`config.mk`:
```
export PLATFORM = sky130hd
export DESIGN_NAME = mdu_sequencer_flat
export DESIGN_NICKNAME = d
export VERILOG_FILES = /design/src/rtl/mdu_sequencer_if.sv /design/src/rtl/mdu_sequencer.sv /design/src/flat_wrapper.sv
export SDC_FILE = /design/constraint.sdc
export NUM_CORES = 1
export LEC_CHECK = 0
export BUFFER_PORTS_ARGS = -buffer_cell sky130_fd_sc_hd__buf_2
export CAP_MARGIN = 15
export CORE_MARGIN = 1.5
export CORE_UTILIZATION = 45
export DETAILED_ROUTE_END_ITERATION = 6
export PLACE_DENSITY = 0.66
export SYNTH_ARGS = -nofsm -noshare
export SYNTH_HDL_FRONTEND = slang
export SYNTH_SLANG_ARGS = --single-unit
```
`constraint.sdc`:
```
create_clock -name clk -period 4.7 [get_ports clk]
set_input_delay 0 -clock clk [delete_from_list [all_inputs] [get_ports clk]]
set_output_delay 0 -clock clk [all_outputs]
set_load 0.01 [all_outputs]
```
`src/rtl/mdu_sequencer_if.sv`:
```
// mdu_sequencer_if: E-stage <-> MDU handshake bundle.
// master (E stage / bench): drives start, op, src_a, src_b, flush; sees ready, busy, hilo_we, hi_out, lo_out.
// slave (mdu_sequencer): the reverse.
interface mdu_sequencer_if #(parameter int WIDTH = 32);
  logic             start;
  logic [1:0]       op;
  logic [WIDTH-1:0] src_a;
  logic [WIDTH-1:0] src_b;
  logic             flush;
  logic             ready;
  logic             busy;
  logic             hilo_we;
  logic [WIDTH-1:0] hi_out;
  logic [WIDTH-1:0] lo_out;
  modport master (output start, op, src_a, src_b, flush, input ready, busy, hilo_we, hi_out, lo_out);
  modport slave (input start, op, src_a, src_b, flush, output ready, busy, hilo_we, hi_out, lo_out);
endinterface

```
`src/rtl/mdu_sequencer.sv`:
```
// mdu_sequencer: multi-cycle MULT/MULTU/DIV/DIVU sequencer producing a HI/LO pair with a one-cycle write strobe.
// Ports: clk, rst (async, active-high); bus (mdu_sequencer_if.slave):
//   start/op/src_a/src_b/flush in; ready (0 = stall E), busy, hilo_we, hi_out, lo_out out.
// Option: define MDU_FAST_MUL_EN for single-cycle multiplies straight from IDLE.
module mdu_sequencer #(
  parameter int WIDTH = 32,
  parameter int CNT_W = 6
) (
  input logic clk,
  input logic rst,
  mdu_sequencer_if.slave bus
);
  typedef enum logic [1:0] {IDLE, RUN, FIX, DONE} state_t;
  state_t state;
  logic isDivReg, negQ, negR;
  logic [WIDTH:0] acc;
  logic [WIDTH-1:0] mq, divisor, hiReg, loReg;
  logic [CNT_W-1:0] cnt;
  logic isDiv, aNeg, bNeg, divOk;
  logic [WIDTH-1:0] absA, absB;
  logic [WIDTH:0] mulSum, shifted;
  logic [WIDTH+1:0] diff;
  logic [2*WIDTH-1:0] prodFix;
`ifdef MDU_FAST_MUL_EN
  logic [2*WIDTH-1:0] fastProd;
`endif
  always_comb begin
    isDiv = bus.op[1];
    aNeg = !bus.op[0] & bus.src_a[WIDTH-1];
    bNeg = !bus.op[0] & bus.src_b[WIDTH-1];
    absA = aNeg ? -bus.src_a : bus.src_a;
    absB = bNeg ? -bus.src_b : bus.src_b;
    // acc holds at most WIDTH significant bits during multiply, so the sum cannot overflow WIDTH+1 bits
    mulSum = acc + (mq[0] ? {1'b0, divisor} : '0);
    shifted = {acc[WIDTH-1:0], mq[WIDTH-1]};
    // one extra bit so a borrow is distinguishable from a large partial remainder
    diff = {1'b0, shifted} - {2'b0, divisor};
    divOk = !diff[WIDTH+1];
    prodFix = negQ ? -{acc[WIDTH-1:0], mq} : {acc[WIDTH-1:0], mq};
`ifdef MDU_FAST_MUL_EN
    fastProd = {{WIDTH{1'b0}}, absA} * {{WIDTH{1'b0}}, absB};
    fastProd = (aNeg ^ bNeg) ? -fastProd : fastProd;
`endif
  end
  always_ff @(posedge clk or posedge rst) begin
    if (rst) begin
      state <= IDLE;
      isDivReg <= 1'b0;
      negQ <= 1'b0;
      negR <= 1'b0;
      acc <= '0;
      mq <= '0;
      divisor <= '0;
      cnt <= '0;
      hiReg <= '0;
      loReg <= '0;
    end else if (bus.flush) begin
      state <= IDLE;
    end else begin
      case (state)
        IDLE: if (bus.start) begin
          isDivReg <= isDiv;
          negQ <= aNeg ^ bNeg;
          negR <= aNeg;
          acc <= '0;
          cnt <= '0;
          mq <= absA;
          divisor <= absB;
          if (isDiv && bus.src_b == '0) begin
            hiReg <= bus.src_a;
            loReg <= '1;
            state <= DONE;
          end
`ifdef MDU_FAST_MUL_EN
          else if (!isDiv) begin
            {hiReg, loReg} <= fastProd;
            state <= DONE;
          end
`endif
          else state <= RUN;
        end
        RUN: begin
          cnt <= cnt + 1'b1;
          acc <= isDivReg ? (divOk ? diff[WIDTH:0] : shifted) : {1'b0, mulSum[WIDTH:1]};
          mq <= isDivReg ? {mq[WIDTH-2:0], divOk} : {mulSum[0], mq[WIDTH-1:1]};
          if (cnt == CNT_W'(WIDTH - 1)) state <= FIX;
        end
        FIX: begin
          loReg <= isDivReg ? (negQ ? -mq : mq) : prodFix[WIDTH-1:0];
          hiReg <= isDivReg ? (negR ? -acc[WIDTH-1:0] : acc[WIDTH-1:0]) : prodFix[2*WIDTH-1:WIDTH];
          state <= DONE;
        end
        default: state <= IDLE;
      endcase
    end
  end
  assign bus.ready = (state == IDLE && !bus.start) || state == DONE;
  assign bus.busy = state != IDLE;
  assign bus.hilo_we = state == DONE && !bus.flush;
  assign bus.hi_out = hiReg;
  assign bus.lo_out = loReg;
endmodule

```
`src/flat_wrapper.sv`:
```
// flat-port wrapper written by rule: the top's interface ports become plain ports
module mdu_sequencer_flat 
#(
  parameter int WIDTH = 32,
  parameter int CNT_W = 6
)
  (clk, rst, bus_start, bus_op, bus_src_a, bus_src_b, bus_flush, bus_ready, bus_busy, bus_hilo_we, bus_hi_out, bus_lo_out);
  mdu_sequencer_if #(.WIDTH(WIDTH)) bus_i ();
  input logic clk;
  input logic rst;
  input wire logic [$bits(bus_i.start)-1:0] bus_start;
  input wire logic [$bits(bus_i.op)-1:0] bus_op;
  input wire logic [$bits(bus_i.src_a)-1:0] bus_src_a;
  input wire logic [$bits(bus_i.src_b)-1:0] bus_src_b;
  input wire logic [$bits(bus_i.flush)-1:0] bus_flush;
  output wire logic [$bits(bus_i.ready)-1:0] bus_ready;
  output wire logic [$bits(bus_i.busy)-1:0] bus_busy;
  output wire logic [$bits(bus_i.hilo_we)-1:0] bus_hilo_we;
  output wire logic [$bits(bus_i.hi_out)-1:0] bus_hi_out;
  output wire logic [$bits(bus_i.lo_out)-1:0] bus_lo_out;
  assign bus_i.start = bus_start;
  assign bus_i.op = bus_op;
  assign bus_i.src_a = bus_src_a;
  assign bus_i.src_b = bus_src_b;
  assign bus_i.flush = bus_flush;
  assign bus_ready = bus_i.ready;
  assign bus_busy = bus_i.busy;
  assign bus_hilo_we = bus_i.hilo_we;
  assign bus_hi_out = bus_i.hi_out;
  assign bus_lo_out = bus_i.lo_out;
  mdu_sequencer #(.WIDTH(WIDTH), .CNT_W(CNT_W)) u_core (.clk(clk), .rst(rst), .bus(bus_i));
endmodule
```
==> impl.org <==
** Power and ir drop
- IR analysis of the VDD net gives a maximum drop of 0.375 mV.
- Power density over cell area :: 721 nW/um^2
- In this run the static leakage power is 0.00749 uW.

** CTS
- In this run the post-CTS setup repair buffer count came out at 0.
- No sink is reached through more buffers than the 2 on the longest clock path.
- Clock latency on the worst-skew pair :: 0.45 ns
- Clk pin slew, worst setup/hold paths :: 0.07 ns
- The clock net in this run drives a total of 172 sinks.
- CTS built an H-tree with a depth of 4.
- Counting the buffers created by CTS gives 17.
- The tree is rooted in a sky130_fd_sc_hd__clkbuf_16.
- TritonCTS built the clock tree.

** Global routing
- Entering global routing, the biggest net connects 103 pins.
- Summed over all layers, the global routing overflow is 0.
- Wire length of the first global-routing pass :: 71200 um
- The via count of the first global-routing pass came to 12966.
- Global routing consumed, over all layers together, 27.3% of the routing resources.
- The number of antenna violations at the first check in global routing is 0.

** Critical path
- Crit path kind :: reg -> reg
- Startpoint of the lowest-slack register-to-register path :: u_core.acc[4]
- For the worst setup path, the data required time is 5.04 ns.
- On the worst path, the slowest cell contributes a delay of 0.63 ns.
- Tracing the worst setup path back leads to its startpoint at u_core.acc[4].
- For flop-to-flop paths, the worst setup slack is 0.57 ns.
- Worst path slowest cell :: sky130_fd_sc_hd__o21ai_4
- Most numerous cell on the critical path :: sky130_fd_sc_hd__mux2i_1
- Arrival time reported for the critical path endpoint :: 4.47 ns
- STA classifies the critical path startpoint as a flop.
- Worst path cell trace :: ha_1, a211oi_1, o21bai_1, o311ai_2, a21oi_1, o211a_1, o31a_1, o21ai_4, buf_4, mux2i_1, mux2i_1, a22o_1
- Counting cells, the worst reg-to-reg path comes to 12.
- R2R Path End :: u_core.acc[17]
- CP endpoint kind :: flop
- Worst-path fanout max :: 20

** Min path
- For hold timing, the worst endpoint is u_core.divisor[3].
- Worst min-delay path category :: in -> reg
- The worst hold path was traced through 4 stages.
- Hold_sp :: bus_src_b[1]

** Detailed routing
- Before antenna repair, the detailed router went through 7 iterations.
- After detailed routing, the average wire length per cell comes to 18.9 um.
- Detailed routing inserted a total of 13469 vias.
- DRT iter0 DRCs :: 1244
- ANT nets after route :: 0
- Dividing the detail-routed via count by the number of cells gives 5.85.
- For this block, the routed nets add up to 43600 um of wire.
- In the routed design, unresolved DRC markers number 17.

** STA
- After layout, the worst path uses 87.8% of the clock period.
- Based on the critical path, the design can be clocked at up to 0.242 GHz.
- Worst hold-check slack :: 0.0228 ns
- Subtracting the final worst setup slack from the clock period gives 4.13 ns.
- Unrepaired setup endpoints after global routing :: no
- Fin Setup TNS :: 0 ns
- Setup violations remaining at the end of the flow were counted as 0.
- The final number of max-transition violations is 0.
- For the final database, setup skew stands at 0.0102 ns.
- For the pin with the worst max-slew slack, the measured transition is 1.03 ns.
- Final hold violations :: 0
- The worst pin sits at a relative slew slack of 31.3%.

** Job
- The tool flagged a number of max-cap violations equal to 0.

** Die
- Die outline height :: 180 um
- The core region is 30700 um^2.
- The floorplan has 64 rows.
- IO Pins :: 137
- Die Wd :: 180 um
- The die covers 32500 um^2.
- Starting density of the core :: 46.0%

** Layout
- The layout has 2924 filler cells.
- The multi-input combinational cells in the finished layout cover a total of 9210 um^2.
- Diodes inserted :: 0
- In the final design database the tool counted 2040 nets.
- Of the cells placed in the final design, the portion with a size suffix greater than 1 is 12.6%.
- Post-synthesis to final-layout area growth :: 16.2%
- FF+latch area :: 4310 um^2

** Logic synthesis
- Sequential elements use 30.4% of the synthesized area.
- Mean instance size in the synthesized netlist :: 8.12 um^2
- Of all flip-flops after synthesis, the portion carrying an async set or reset was 100%.
- The commonest cells after synthesis are sky130_fd_sc_hd__o21ai_0 (209), sky130_fd_sc_hd__nand2_1 (203), sky130_fd_sc_hd__dfrtp_1 (172).
- Yosys attributes the largest share of cell area to sky130_fd_sc_hd__dfrtp_1 (30%), sky130_fd_sc_hd__o21ai_0 (7.4%), sky130_fd_sc_hd__ha_1 (6.5%).
- Synthesis produced a netlist with a net count of 1886.
- Most frequently used cell type in the post-synthesis netlist :: sky130_fd_sc_hd__o21ai_0
- Mapped Area :: 14100 um^2
- Synthesis warning total :: 0
- After synthesis the netlist holds a flip-flop and latch count of 172.
- Gate Count Post-Synth :: 1741
- For this run, the leading register cell type out of synthesis is sky130_fd_sc_hd__dfrtp_1.
- Share of the synthesized area in the top cell type :: 30.4%
- Number of enable flip-flop cells after synthesis :: 0
- The netlist uses 82 different library cells.
- Top cell type by total area after synthesis :: sky130_fd_sc_hd__dfrtp_1

** Place
- Routability-driven placement finished with a final weighted congestion of 0.946.
- After legalization and detailed placement, the total HPWL measured 32300 um.
- During placement, the flow inserted port buffers numbering 136.

** Outcome
- The final reports fail on design-rule violations.
- The flow ran to the end, but the final reports show violations.
[cell type report]
class | count | area share [%]
Clock buffer | 18 | 2.61
Clock inverter | 13 | 0.777
Inverter | 71 | 1.65
Multi-Input combinational cell | 1402 | 56.1
Sequential cell | 172 | 26.2
Tap cell | 396 | 3.02
Timing Repair Buffer | 231 | 9.60
[metal layers]
layer	track usage (%)	routed length (um)	share of wire, %	up-vias
li1	-	-	-	6561
met1	38.5	20300	47	6382
met2	43.8	19700	45	473
met3	3.84	2660	6.1	53
met4	7.29	913	2.1	0
met5	0	0	0	-
[report_power, final]
| group | switching, uW | internal [uW] | leakage (uW) |
|---|---|---|---|
| Clock | 705 | 700 | 0.000264 |
| Combinational | 4330 | 3110 | 0.00507 |
| Sequential | 852 | 2140 | 0.00215 |
| Total | 5890 | 5950 | 0.00749 |
[metrics by stage]
step	area (um^2)	power (uW)	util, %	std cells	setup WS [ns]
after floorplan	14100	8230	-	1741	0.0399
after global placement	15200	10200	49.4	2204	0.792
after detailed placement	15200	10300	49.4	2204	0.636
after CTS	16400	11800	53.4	2303	0.602
after global routing	16400	12800	53.4	2303	0.374
final	16400	11800	53.4	2303	0.572
[worst max-delay path, delay by kind of cell (launching register included)]
kind | cells | cell delay [ns]
AO/OA/AOI/OAI | 8 | 2.47
flip-flops | 1 | 0.50
adder cells (fa/ha/maj) | 1 | 0.42
buffers and inverters | 1 | 0.33
multiplexers | 2 | 0.29
[layout by cell type, fill, tap and decap left out, types with 21 or more instances in the layout]
master | Yosys | layout
sky130_fd_sc_hd__o31ai_1 | 30 | 30
sky130_fd_sc_hd__nor3_1 | 28 | 28
sky130_fd_sc_hd__a21oi_1 | 101 | 101
sky130_fd_sc_hd__or3_1 | 23 | 23
sky130_fd_sc_hd__a21o_1 | 37 | 36
sky130_fd_sc_hd__a31oi_1 | 36 | 36
sky130_fd_sc_hd__nand2_1 | 203 | 203
sky130_fd_sc_hd__nor2_1 | 138 | 138
sky130_fd_sc_hd__o21ai_0 | 209 | 209
sky130_fd_sc_hd__nand2b_1 | 21 | 21
sky130_fd_sc_hd__mux2i_1 | 65 | 65
sky130_fd_sc_hd__nand3_1 | 21 | 21
sky130_fd_sc_hd__dlygate4sd3_1 | 0 | 68
sky130_fd_sc_hd__dfrtp_1 | 172 | 171
sky130_fd_sc_hd__inv_1 | 69 | 68
sky130_fd_sc_hd__buf_2 | 15 | 136
sky130_fd_sc_hd__xnor2_1 | 93 | 93
sky130_fd_sc_hd__ha_1 | 73 | 71
sky130_fd_sc_hd__buf_4 | 1 | 26
sky130_fd_sc_hd__xor2_1 | 78 | 78
[registers in the layout (all words and copies together), names as in the netlist]
register and flops:
u_core.negQ 1, u_core.acc 33, u_core.negR 1, u_core.bus.hi_out 32, u_core.isDivReg 1, u_core.mq 32, u_core.bus.lo_out 32, u_core.cnt 6
u_core.divisor 32, u_core.state 2
[cells by family (layout without fill, tap and decap cells)]
logic type / Yosys count / count (layout) / share of synthesized area, %
buf+inv: 167 / 333 / 4.60
xor+xnor: 171 / 171 / 10.6
compound gates: 551 / 551 / 24.4
fa+ha+maj: 75 / 75 / 6.74
mux: 73 / 73 / 5.24
simple gates: 532 / 532 / 18.0
flops: 172 / 172 / 30.4
[worst max path at each step]
stage	end	cells past startpoint
2_1_floorplan	u_core.acc[0]	1
3_3_place_gp	u_core.acc[17]	12
3_5_place_dp	u_core.acc[17]	12
4_1_cts	u_core.acc[17]	12
5_1_grt	u_core.acc[17]	12
6_report	u_core.acc[17]	12
[repair_timing]
item | in CTS | in global routing
gates resized for setup | 0 | 0
hold endpoints to repair | 164 | 0
hold buffers | 68 | 0
Power figures use the tool's default switching activity.
